`config.mk`:
```
export PLATFORM = sky130hd
export DESIGN_NAME = spmv_row_sched
export DESIGN_NICKNAME = d
export VERILOG_FILES = /design/src/rtl/spmv_row_sched.sv
export SDC_FILE = /design/constraint.sdc
export NUM_CORES = 1
export LEC_CHECK = 0
export BUFFER_PORTS_ARGS = -buffer_cell sky130_fd_sc_hd__buf_2
export CAP_MARGIN = 0
export CORE_AREA = 5 5 137 139
export CTS_BUF_LIST = sky130_fd_sc_hd__clkbuf_16
export DETAILED_ROUTE_END_ITERATION = 10
export DIE_AREA = 0 0 142 144
export GPL_TIMING_DRIVEN = 0
export SLEW_MARGIN = 20
export SYNTH_ARGS = -nofsm -noshare
export SYNTH_HDL_FRONTEND = slang
export SYNTH_SLANG_ARGS = --single-unit
```
`constraint.sdc`:
```
create_clock -name clk -period 4.45 [get_ports clk]
set_input_delay 0.89 -clock clk [delete_from_list [all_inputs] [get_ports clk]]
set_output_delay 0.89 -clock clk [all_outputs]
set_load 0.01 [all_outputs]
```
`src/rtl/spmv_row_sched.sv`:
```
// spmv_row_sched: row-level controller for one SpMV MAC lane.
// Takes a nonzero count per row, streams (val, multiplicand) pairs into the
// MAC while bounding the number of in-flight elements, then captures the
// MAC accumulator as the row result and clears the MAC before the next row.
// Optional build macro: SPMV_ROW_SCHED_PERF_EN adds perf_rows/perf_stall
// saturating counters.
module spmv_row_sched #(
  parameter int DATA_WIDTH      = 32,
  parameter int LEN_WIDTH       = 16,
  parameter int ROW_WIDTH       = 16,
  parameter int MAX_OUTSTANDING = 8
) (
  input  logic                    clk,
  input  logic                    rst,
  input  logic [LEN_WIDTH-1:0]    row_len,
  input  logic                    row_valid,
  output logic                    row_ready,
  input  logic [2*DATA_WIDTH-1:0] elem_val,
  input  logic [DATA_WIDTH-1:0]   elem_mult,
  input  logic                    elem_valid,
  output logic                    elem_ready,
  output logic [2*DATA_WIDTH-1:0] mac_val,
  output logic [DATA_WIDTH-1:0]   mac_mult,
  output logic                    mac_in_valid,
  input  logic                    mac_in_ready,
  output logic                    mac_reset,
  input  logic [2*DATA_WIDTH-1:0] mac_acc,
  input  logic                    mac_done,
  output logic [2*DATA_WIDTH-1:0] res_data,
  output logic [ROW_WIDTH-1:0]    res_row,
  output logic                    res_valid,
  input  logic                    res_ready,
`ifdef SPMV_ROW_SCHED_PERF_EN
  output logic [31:0]             perf_rows,
  output logic [31:0]             perf_stall,
`endif
  output logic                    err
);

  // Wide enough to hold 0..MAX_OUTSTANDING inclusive.
  localparam int OUT_W = $clog2(MAX_OUTSTANDING + 1);
  localparam logic [OUT_W-1:0] MAX_OUT = OUT_W'(MAX_OUTSTANDING);

  localparam logic [2:0] ST_INIT    = 3'd0;
  localparam logic [2:0] ST_IDLE    = 3'd1;
  localparam logic [2:0] ST_ISSUE   = 3'd2;
  localparam logic [2:0] ST_DRAIN   = 3'd3;
  localparam logic [2:0] ST_CAPTURE = 3'd4;
  localparam logic [2:0] ST_EMIT    = 3'd5;
  localparam logic [2:0] ST_CLEAR   = 3'd6;

  logic [2:0]           state;
  logic [2:0]           state_nx;
  logic [OUT_W-1:0]     outstanding;
  logic [OUT_W-1:0]     outstanding_nx;
  logic [LEN_WIDTH-1:0] remaining;
  logic [LEN_WIDTH-1:0] remaining_nx;
  logic                 zero_row;
  logic                 gate;
  logic                 accept;
  logic                 done_ok;
  logic                 row_hs;
  logic                 res_hs;
  logic                 err_set;
  logic                 clearing_nx;

  // The element path is a straight wire; only the valid/ready pair is gated.
  assign mac_val  = elem_val;
  assign mac_mult = elem_mult;

  assign res_valid = (state == ST_EMIT);
  assign row_hs    = row_valid && row_ready;
  assign res_hs    = res_valid && res_ready;

  // Issue gating and element handshake: only ISSUE may push work to the MAC.
  always_comb begin
    row_ready    = 1'b0;
    elem_ready   = 1'b0;
    mac_in_valid = 1'b0;
    gate         = 1'b0;
    if (state == ST_IDLE) begin
      row_ready = 1'b1;
    end
    if (state == ST_ISSUE) begin
      gate         = (remaining != '0) && (outstanding < MAX_OUT);
      mac_in_valid = elem_valid && gate;
      elem_ready   = mac_in_ready && gate;
    end
  end

  assign accept = mac_in_valid && mac_in_ready;

  // A done pulse only retires an element when one is actually in flight.
  assign done_ok = mac_done && ((state == ST_ISSUE) || (state == ST_DRAIN))
                   && (outstanding != '0);

  // Done pulses that arrive when nothing can legitimately complete are flagged.
  assign err_set = mac_done &&
                   ((((state == ST_ISSUE) || (state == ST_DRAIN)) && (outstanding == '0)) ||
                    (state == ST_IDLE) || (state == ST_EMIT));

  // In-flight element count: accept adds one, a valid done removes one.
  always_comb begin
    outstanding_nx = outstanding;
    unique case ({accept, done_ok})
      2'b10:   outstanding_nx = outstanding + OUT_W'(1);
      2'b01:   outstanding_nx = outstanding - OUT_W'(1);
      default: outstanding_nx = outstanding;
    endcase
  end

  // Elements still to be accepted for the current row.
  always_comb begin
    remaining_nx = remaining;
    if (row_hs) begin
      remaining_nx = row_len;
    end else if (accept) begin
      remaining_nx = remaining - LEN_WIDTH'(1);
    end
  end

  // Row sequencing: issue, wait for the MAC to drain, capture, emit, clear.
  always_comb begin
    state_nx = state;
    unique case (state)
      ST_INIT, ST_CLEAR: begin
        if (mac_done && mac_reset) begin
          state_nx = ST_IDLE;
        end
      end
      ST_IDLE: begin
        if (row_hs) begin
          state_nx = (row_len == '0) ? ST_EMIT : ST_ISSUE;
        end
      end
      ST_ISSUE: begin
        if (accept && (remaining == LEN_WIDTH'(1))) begin
          state_nx = ST_DRAIN;
        end
      end
      ST_DRAIN: begin
        if (outstanding_nx == '0) begin
          state_nx = ST_CAPTURE;
        end
      end
      ST_CAPTURE: begin
        state_nx = ST_EMIT;
      end
      ST_EMIT: begin
        if (res_hs) begin
          state_nx = zero_row ? ST_IDLE : ST_CLEAR;
        end
      end
      default: state_nx = ST_INIT;
    endcase
  end

  // mac_reset is registered so it stays low during rst and is glitch-free.
  assign clearing_nx = (state_nx == ST_INIT) || (state_nx == ST_CLEAR);

  // State, counters and the MAC clear request.
  always_ff @(posedge clk or posedge rst) begin
    if (rst) begin
      state       <= ST_INIT;
      outstanding <= '0;
      remaining   <= '0;
      mac_reset   <= 1'b0;
    end else begin
      state       <= state_nx;
      outstanding <= outstanding_nx;
      remaining   <= remaining_nx;
      mac_reset   <= clearing_nx;
    end
  end

  // Remember whether the row being emitted was empty, so the MAC is left alone.
  always_ff @(posedge clk or posedge rst) begin
    if (rst) begin
      zero_row <= 1'b0;
    end else if (row_hs) begin
      zero_row <= (row_len == '0);
    end
  end

  // Result register: zero for empty rows, MAC accumulator otherwise; held through EMIT.
  always_ff @(posedge clk or posedge rst) begin
    if (rst) begin
      res_data <= '0;
    end else if (row_hs && (row_len == '0)) begin
      res_data <= '0;
    end else if (state == ST_CAPTURE) begin
      res_data <= mac_acc;
    end
  end

  // Row index advances on every delivered result and wraps naturally.
  always_ff @(posedge clk or posedge rst) begin
    if (rst) begin
      res_row <= '0;
    end else if (res_hs) begin
      res_row <= res_row + ROW_WIDTH'(1);
    end
  end

  // Sticky protocol error flag.
  always_ff @(posedge clk or posedge rst) begin
    if (rst) begin
      err <= 1'b0;
    end else if (err_set) begin
      err <= 1'b1;
    end
  end

`ifdef SPMV_ROW_SCHED_PERF_EN
  // Saturating counters for completed rows and ISSUE cycles lost to back-pressure.
  always_ff @(posedge clk or posedge rst) begin
    if (rst) begin
      perf_rows  <= '0;
      perf_stall <= '0;
    end else begin
      if (res_hs && (perf_rows != '1)) begin
        perf_rows <= perf_rows + 32'd1;
      end
      if ((state == ST_ISSUE) && elem_valid && !accept && (perf_stall != '1)) begin
        perf_stall <= perf_stall + 32'd1;
      end
    end
  end
`endif

endmodule

```
==> flow_results.xml, run 1 <==
<?xml version="1.0" encoding="UTF-8"?>
<metrics>
  <group name="worst_setup_path">
    <metric name="start_kind" unit="">flip-flop</metric>
    <metric name="setup.worst_path.end_class" unit="">flip-flop</metric>
    <metric name="critPathMaxFanout" unit="">11</metric>
    <metric name="critical_path_arrival" unit="ns">4.30</metric>
    <metric name="cp_data_required_time" unit="ns">4.73</metric>
    <metric name="critical_path_class" unit="">reg -&gt; reg</metric>
  </group>
  <group name="layout">
    <metric name="area_growth_syn_to_layout" unit="%">35.0</metric>
    <metric name="final_area" unit="um2">7590</metric>
    <metric name="layout_commonest_cell" unit="">buf_2</metric>
    <metric name="insertedDiodeCount" unit="">0</metric>
    <metric name="nets" unit="">1104</metric>
    <metric name="post_route_cells_drive_above_1_share" unit="%">43.4</metric>
    <metric name="most_frequent_cells_in_the_layout" unit="">buf_2 (269), nand2_1 (156), dfrtp_1 (106), buf_4 (97), a21oi_1 (70)</metric>
    <metric name="non_filler_cells_in_the_finished_layout" unit="">1148</metric>
  </group>
  <group name="place">
    <metric name="port_buffers" unit="">268</metric>
    <metric name="place_ws" unit="ns">0.451</metric>
    <metric name="hpwlAfterDp" unit="um">13100</metric>
    <metric name="placedInstanceArea" unit="um2">7290</metric>
    <metric name="finalWeightedCongestion" unit="">0.826</metric>
    <metric name="placed_cells_incl_taps" unit="">1132</metric>
  </group>
  <group name="synth">
    <metric name="synth.lib_cells_used.distinct" unit="">51</metric>
    <metric name="synth_top_family_by_area" unit="">simple AND/OR/NAND/NOR gates</metric>
    <metric name="synth_mux_area_share" unit="%">0.579</metric>
    <metric name="synth_compound_area_share" unit="%">11.5</metric>
    <metric name="yosysWarningCount" unit="">0</metric>
    <metric name="syn-mean-instance-area" unit="um2">8.88</metric>
    <metric name="synthesis.nets" unit="">823</metric>
    <metric name="flip_flop_and_latch_count_after_synthesis" unit="">106</metric>
    <metric name="post_synth_and_or_nand_nor_area_fraction" unit="%">19.2</metric>
    <metric name="xor_and_xnor_fraction_of_the_mapped_netlist_area" unit="%">3.89</metric>
    <metric name="post_synth_instance_area" unit="um2">5620</metric>
    <metric name="synth_enable_flop_cells" unit="">0</metric>
    <metric name="post_synthesis_adder_cell_area_fraction" unit="%">1.74</metric>
    <metric name="synth_flop_cell" unit="">dfrtp_1</metric>
    <metric name="ys_seq_area_share" unit="%">47.2</metric>
    <metric name="synth_cells" unit="">633</metric>
    <metric name="synth-async-reset-ratio" unit="%">100</metric>
  </group>
  <group name="sta">
    <metric name="timing.final.ws_setup" unit="ns">0.429</metric>
    <metric name="max_slew_margin" unit="%">42.8</metric>
    <metric name="setup_viol_count_final" unit="">0</metric>
    <metric name="finalCritPeriodShare" unit="%">90.3</metric>
    <metric name="timing.setup.tns" unit="ns">0</metric>
    <metric name="finalMaxSlewViolations" unit="">0</metric>
    <metric name="max_slew.worst_pin.slew" unit="ns">0.851</metric>
    <metric name="finalWorstPathRequiredPeriod" unit="ns">4.02</metric>
    <metric name="final-hold-violation-count" unit="">0</metric>
    <metric name="skew_final" unit="ns">0.0123</metric>
    <metric name="max_clock_freq" unit="MHz">249</metric>
    <metric name="rsz0062_at_grt" unit="">no</metric>
  </group>
  <group name="clocking">
    <metric name="ctsRootBufferMaster" unit="">clkbuf_16</metric>
    <metric name="tritoncts" unit="">built</metric>
    <metric name="cts.htree.levels" unit="">3</metric>
    <metric name="tritoncts_num_sinks" unit="">106</metric>
    <metric name="clk_pin_slew_worst_paths" unit="ns">0.07</metric>
    <metric name="insertion_delay" unit="ns">0.35</metric>
    <metric name="post_cts_hold_buffers" unit="">0</metric>
    <metric name="post_cts_resize_count" unit="">0</metric>
    <metric name="cts_setup_buffers" unit="">0</metric>
    <metric name="cts_inserted_buffers" unit="">9</metric>
    <metric name="clockBufferDepth" unit="">2</metric>
  </group>
  <group name="floorplan">
    <metric name="initial_utilization" unit="%">32.1</metric>
    <metric name="rows" unit="">49</metric>
    <metric name="width_of_the_chip" unit="um">142</metric>
    <metric name="io-pin-count" unit="">365</metric>
    <metric name="fp.dieH" unit="um">144</metric>
    <metric name="core_region_area" unit="um2">17500</metric>
    <metric name="die-area" unit="um2">20400</metric>
  </group>
  <group name="global_routing">
    <metric name="grt_antenna_before_repair" unit="">0</metric>
    <metric name="first_global_vias" unit="">5061</metric>
    <metric name="globalRouteTotalUtil" unit="%">15.1</metric>
    <metric name="global_route_wire_length_before_repair" unit="um">25000</metric>
    <metric name="leftover_overflow_at_the_end_of_global_routing" unit="">0</metric>
    <metric name="grt_start_max_net_pins" unit="">68</metric>
  </group>
  <group name="pwr">
    <metric name="vdd_ir_drop_max" unit="mV">0.223</metric>
    <metric name="power.density" unit="nW/um2">547</metric>
    <metric name="leakagePower" unit="nW">3.89</metric>
  </group>
  <group name="detailed_routing">
    <metric name="detail-route-antenna-nets" unit="">0</metric>
    <metric name="avgViaCountPerCell" unit="">4.53</metric>
    <metric name="drc" unit="">0</metric>
    <metric name="dr.pass1.iters" unit="">4</metric>
    <metric name="postRouteWirelength" unit="um">16700</metric>
    <metric name="drt_first_iter_violations" unit="">175</metric>
    <metric name="vias" unit="">5205</metric>
    <metric name="routed_length_per_placed_instance" unit="um">14.5</metric>
  </group>
  <group name="outcome">
    <metric name="outcome" unit="">finished, final reports clean</metric>
  </group>
  <group name="hold_path">
    <metric name="hp-class" unit="">reg -&gt; reg</metric>
  </group>
  <group name="run">
    <metric name="max_cap_violations" unit="">0</metric>
  </group>
</metrics>
==> critical path, cell delays in order (launching register included) <==
cell and delay (ns):
dfrtp_1 0.46, or4_4 0.59, or4_1 0.47, buf_2 0.17, o21ba_4 0.24, clkinv_4 0.07, buf_12 0.13, ha_1 0.25
xor2_1 0.10, ha_1 0.19, a21oi_1 0.15, mux2i_1 0.23, xnor2_1 0.10, or2_2 0.31, nor4b_1 0.29, o311a_1 0.20
==> registers in the layout (all words and copies together) (netlist names) <==
register and flops:
res_row 16, res_data 64, remaining 16, err 1, outstanding 4, zero_row 1
mac_reset 1, state 3
==> power breakdown <==
group / switching [W] / leakage, nW / internal [W]
Sequential: 0.000268 / 1.32 / 0.00137
Clock: 0.000365 / 0.141 / 0.000436
Combinational: 0.000952 / 2.43 / 0.000763
Total: 0.00158 / 3.89 / 0.00257
==> cell usage after synthesis, types with 2 or more instances <==
cell	instances	share of area (%)
nor4b_1	4	0.62
or2_2	3	0.33
a221o_1	2	0.36
nand2_1	156	10
nor2_1	29	1.9
xnor2_1	14	2.2
a21oi_1	70	6.2
o221a_2	2	0.40
clkbuf_1	25	1.7
dfrtp_1	106	47
buf_1	2	0.13
nor3_1	13	1.2
inv_1	7	0.47
nand3b_1	2	0.27
o311ai_0	2	0.31
mux2_2	2	0.40
nor4_1	9	1.0
o21ai_2	2	0.31
or4_1	2	0.27
a21o_1	3	0.40
ha_1	7	1.6
nand3_1	14	1.2
nand4_1	6	0.67
o31ai_1	2	0.27
buf_4	96	13
o21ai_0	14	1.2
o211ai_1	3	0.40
xor2_1	11	1.7
nor2b_1	3	0.33
==> path summary, 6_finish.rpt <==
kind | startpoint | end | slack [ns] | cells past startpoint
worst max-delay path | remaining[4] | mac_reset | 0.43 | 15
worst min-delay path | res_row[15] | res_row[15] | 0.47 | 1
worst max register to register | remaining[4] | mac_reset | 0.43 | 15
worst min register to register | res_row[15] | res_row[15] | 0.47 | 1
max in group asynchronous | rst | outstanding[0] | 3.25 | 3
min in group asynchronous | rst | res_data[63] | 0.54 | 2
==> area by class of cell <==
type | instances | area [um2]
repair buffers | 270 | 1380
clock buffers | 9 | 225
multi-input cells | 393 | 2080
plain buffers | 126 | 858
flip-flops and latches | 106 | 2650
fillers | 1823 | 9940
inverters | 8 | 40.0
clock inverters | 7 | 70.1
well taps | 229 | 287
==> kinds of logic (layout without fill, tap and decap cells) <==
group                      count (synthesis)  after routing
adders and majority gates                  8              8
xor gates and xnor gates                  25             25
DFF                                      106            106
and+or+nand+nor                          247            247
AOI/OAI and AO/OA                        110            110
muxes                                      3              3
buffers and inverters                    134            420
==> per-stage QoR <==
| step | power (W) | hold WS [ns] | util [%] |
|---|---|---|---|
| after floorplan | 0.00270 | 0.469 | - |
| after global placement | 0.00334 | 0.434 | 41.3 |
| after detailed placement | 0.00339 | 0.447 | 41.6 |
| after CTS | 0.00422 | 0.470 | 43.3 |
| after global routing | 0.00448 | 0.479 | 43.3 |
| final | 0.00415 | 0.469 | 43.3 |
==> routing by layer <==
layer	up-vias	GRT usage, %	part of all wire (%)
met5	-	0	0
met4	0	5.51	1.9
met3	21	3.34	8.2
met2	192	26.1	50
met1	2400	18.6	40
li1	2592	-	-
Note: power is estimated with default switching activity, not from simulation.
==> run 2, diff against run 1 <==
Settings changed: MAX_ROUTING_LAYER set to met4.
==> run 2 against run 1 <==
Compared with the run above:
- clock-buffer cell count did not move
- die area stayed put
- sequential share of layout area unchanged
- cell count did not move
==> flow_results.xml, run 2 (synthesis results as in run 1) <==
<?xml version="1.0" encoding="UTF-8"?>
<metrics>
  <group name="outcome">
    <metric name="outcome" unit="">finished, final reports clean</metric>
  </group>
  <group name="layout">
    <metric name="layout_commonest_cell" unit="">buf_2</metric>
    <metric name="insertedDiodeCount" unit="">0</metric>
    <metric name="final_area" unit="um2">7590</metric>
    <metric name="most_frequent_cells_in_the_layout" unit="">buf_2 (269), nand2_1 (156), dfrtp_1 (106), buf_4 (97), a21oi_1 (70)</metric>
    <metric name="post_route_cells_drive_above_1_share" unit="%">43.4</metric>
    <metric name="final.fill_count" unit="">1823</metric>
    <metric name="final_core_utilization" unit="%">43.3</metric>
    <metric name="area_growth_syn_to_layout" unit="%">35.0</metric>
    <metric name="nets" unit="">1104</metric>
    <metric name="reg.largest.list" unit="">res_data x64, remaining x16, res_row x16</metric>
    <metric name="largest_reg_flops" unit="">64</metric>
    <metric name="register_with_the_most_flip_flops" unit="">res_data</metric>
  </group>
  <group name="detailed_routing">
    <metric name="detail-route-antenna-nets" unit="">0</metric>
    <metric name="vias" unit="">5206</metric>
    <metric name="drc" unit="">0</metric>
    <metric name="drt_first_iter_violations" unit="">162</metric>
    <metric name="dr.pass1.iters" unit="">4</metric>
    <metric name="avgViaCountPerCell" unit="">4.53</metric>
    <metric name="postRouteWirelength" unit="um">16700</metric>
    <metric name="routed_length_per_placed_instance" unit="um">14.5</metric>
  </group>
  <group name="worst_setup_path">
    <metric name="setup.worst_path.end_class" unit="">flip-flop</metric>
    <metric name="cp_data_required_time" unit="ns">4.73</metric>
    <metric name="critPathMaxFanout" unit="">11</metric>
    <metric name="start_kind" unit="">flip-flop</metric>
    <metric name="critical_path_arrival" unit="ns">4.29</metric>
    <metric name="critical_path_class" unit="">reg -&gt; reg</metric>
  </group>
  <group name="clocking">
    <metric name="cts.htree.levels" unit="">3</metric>
    <metric name="tritoncts_num_sinks" unit="">106</metric>
    <metric name="tritoncts" unit="">built</metric>
    <metric name="cts_inserted_buffers" unit="">9</metric>
    <metric name="ctsRootBufferMaster" unit="">clkbuf_16</metric>
    <metric name="cts_setup_buffers" unit="">0</metric>
    <metric name="insertion_delay" unit="ns">0.35</metric>
    <metric name="clk_pin_slew_worst_paths" unit="ns">0.07</metric>
    <metric name="clockBufferDepth" unit="">2</metric>
    <metric name="post_cts_resize_count" unit="">0</metric>
    <metric name="post_cts_hold_buffers" unit="">0</metric>
  </group>
  <group name="place">
    <metric name="finalWeightedCongestion" unit="">0.839</metric>
    <metric name="hpwlAfterDp" unit="um">13100</metric>
    <metric name="place_ws" unit="ns">0.451</metric>
    <metric name="placedInstanceArea" unit="um2">7290</metric>
    <metric name="port_buffers" unit="">268</metric>
  </group>
  <group name="floorplan">
    <metric name="rows" unit="">49</metric>
    <metric name="die-area" unit="um2">20400</metric>
    <metric name="io-pin-count" unit="">365</metric>
    <metric name="fp.dieH" unit="um">144</metric>
    <metric name="core_region_area" unit="um2">17500</metric>
    <metric name="initial_utilization" unit="%">32.1</metric>
    <metric name="width_of_the_chip" unit="um">142</metric>
  </group>
  <group name="global_routing">
    <metric name="grt_antenna_before_repair" unit="">0</metric>
    <metric name="global_route_wire_length_before_repair" unit="um">25000</metric>
    <metric name="leftover_overflow_at_the_end_of_global_routing" unit="">0</metric>
    <metric name="globalRouteTotalUtil" unit="%">15.5</metric>
    <metric name="first_global_vias" unit="">5060</metric>
    <metric name="grt_start_max_net_pins" unit="">68</metric>
  </group>
  <group name="pwr">
    <metric name="leakagePower" unit="nW">3.89</metric>
    <metric name="power.density" unit="nW/um2">547</metric>
    <metric name="vdd_ir_drop_max" unit="mV">0.226</metric>
  </group>
  <group name="sta">
    <metric name="finalWorstPathRequiredPeriod" unit="ns">4.02</metric>
    <metric name="finalMaxSlewViolations" unit="">0</metric>
    <metric name="final-hold-violation-count" unit="">0</metric>
    <metric name="timing.final.ws_setup" unit="ns">0.432</metric>
    <metric name="max_slew_margin" unit="%">43.1</metric>
    <metric name="finalCritPeriodShare" unit="%">90.3</metric>
    <metric name="timing.setup.tns" unit="ns">0</metric>
    <metric name="max_clock_freq" unit="MHz">249</metric>
    <metric name="skew_final" unit="ns">0.0120</metric>
    <metric name="setup_viol_count_final" unit="">0</metric>
    <metric name="fin_hold_ws" unit="ns">0.469</metric>
    <metric name="max_slew.worst_pin.slew" unit="ns">0.848</metric>
    <metric name="rsz0062_at_grt" unit="">no</metric>
  </group>
  <group name="hold_path">
    <metric name="hp-class" unit="">reg -&gt; reg</metric>
  </group>
  <group name="run">
    <metric name="max_cap_violations" unit="">0</metric>
  </group>
</metrics>
run 2: final cells by class:
cell class | instances | area (um2) | share of cell area (%)
multi-input cells | 393 | 2080 | 27.4
clock inverters | 7 | 70.1 | 0.923
clock buffers | 9 | 225 | 2.97
well taps | 229 | 287 | 3.78
plain buffers | 126 | 858 | 11.3
flip-flops and latches | 106 | 2650 | 34.9
repair buffers | 270 | 1380 | 18.1
inverters | 8 | 40.0 | 0.528
run 2: stage by stage:
stage,std cells,power [W]
detailed placement,1132,0.00339
finish,1148,0.00415
floorplan,633,0.00270
global placement,1130,0.00334
CTS,1148,0.00422
global route,1148,0.00448
run 2: metal layers:
layer  global-route usage, %  share of wire, %
met1                    18.9                41
met2                    26.1                50
met3                    2.78               7.3
met4                    5.51               1.6
met5                       -                 0
run 2: final timing paths:
kind                            slack [ns]        endpoint    startpoint  cells after the start
worst max-delay path                  0.43       mac_reset  remaining[4]                     15
worst min-delay path                  0.47     res_row[15]   res_row[15]                      1
worst max register to register        0.43       mac_reset  remaining[4]                     15
worst min register to register        0.47     res_row[15]   res_row[15]                      1
max in group asynchronous             3.25  outstanding[0]           rst                      3
min in group asynchronous             0.54    res_data[63]           rst                      2
run 2: report_power, final:
group	total, W	switching [W]	internal (W)
combinational	0.00172	0.000952	0.000763
sequential	0.00164	0.000269	0.00137
clock	0.000803	0.000367	0.000436
total	0.00415	0.00159	0.00257
run 2: worst max-delay path, stage by stage (launching register included):
cell	delay, ns
dfrtp_1	0.46
or4_4	0.59
or4_1	0.47
buf_2	0.17
o21ba_4	0.24
clkinv_4	0.07
buf_12	0.13
ha_1	0.25
xor2_1	0.10
ha_1	0.19
a21oi_1	0.15
mux2i_1	0.23
xnor2_1	0.10
or2_2	0.31
nor4b_1	0.29
o311a_1	0.20
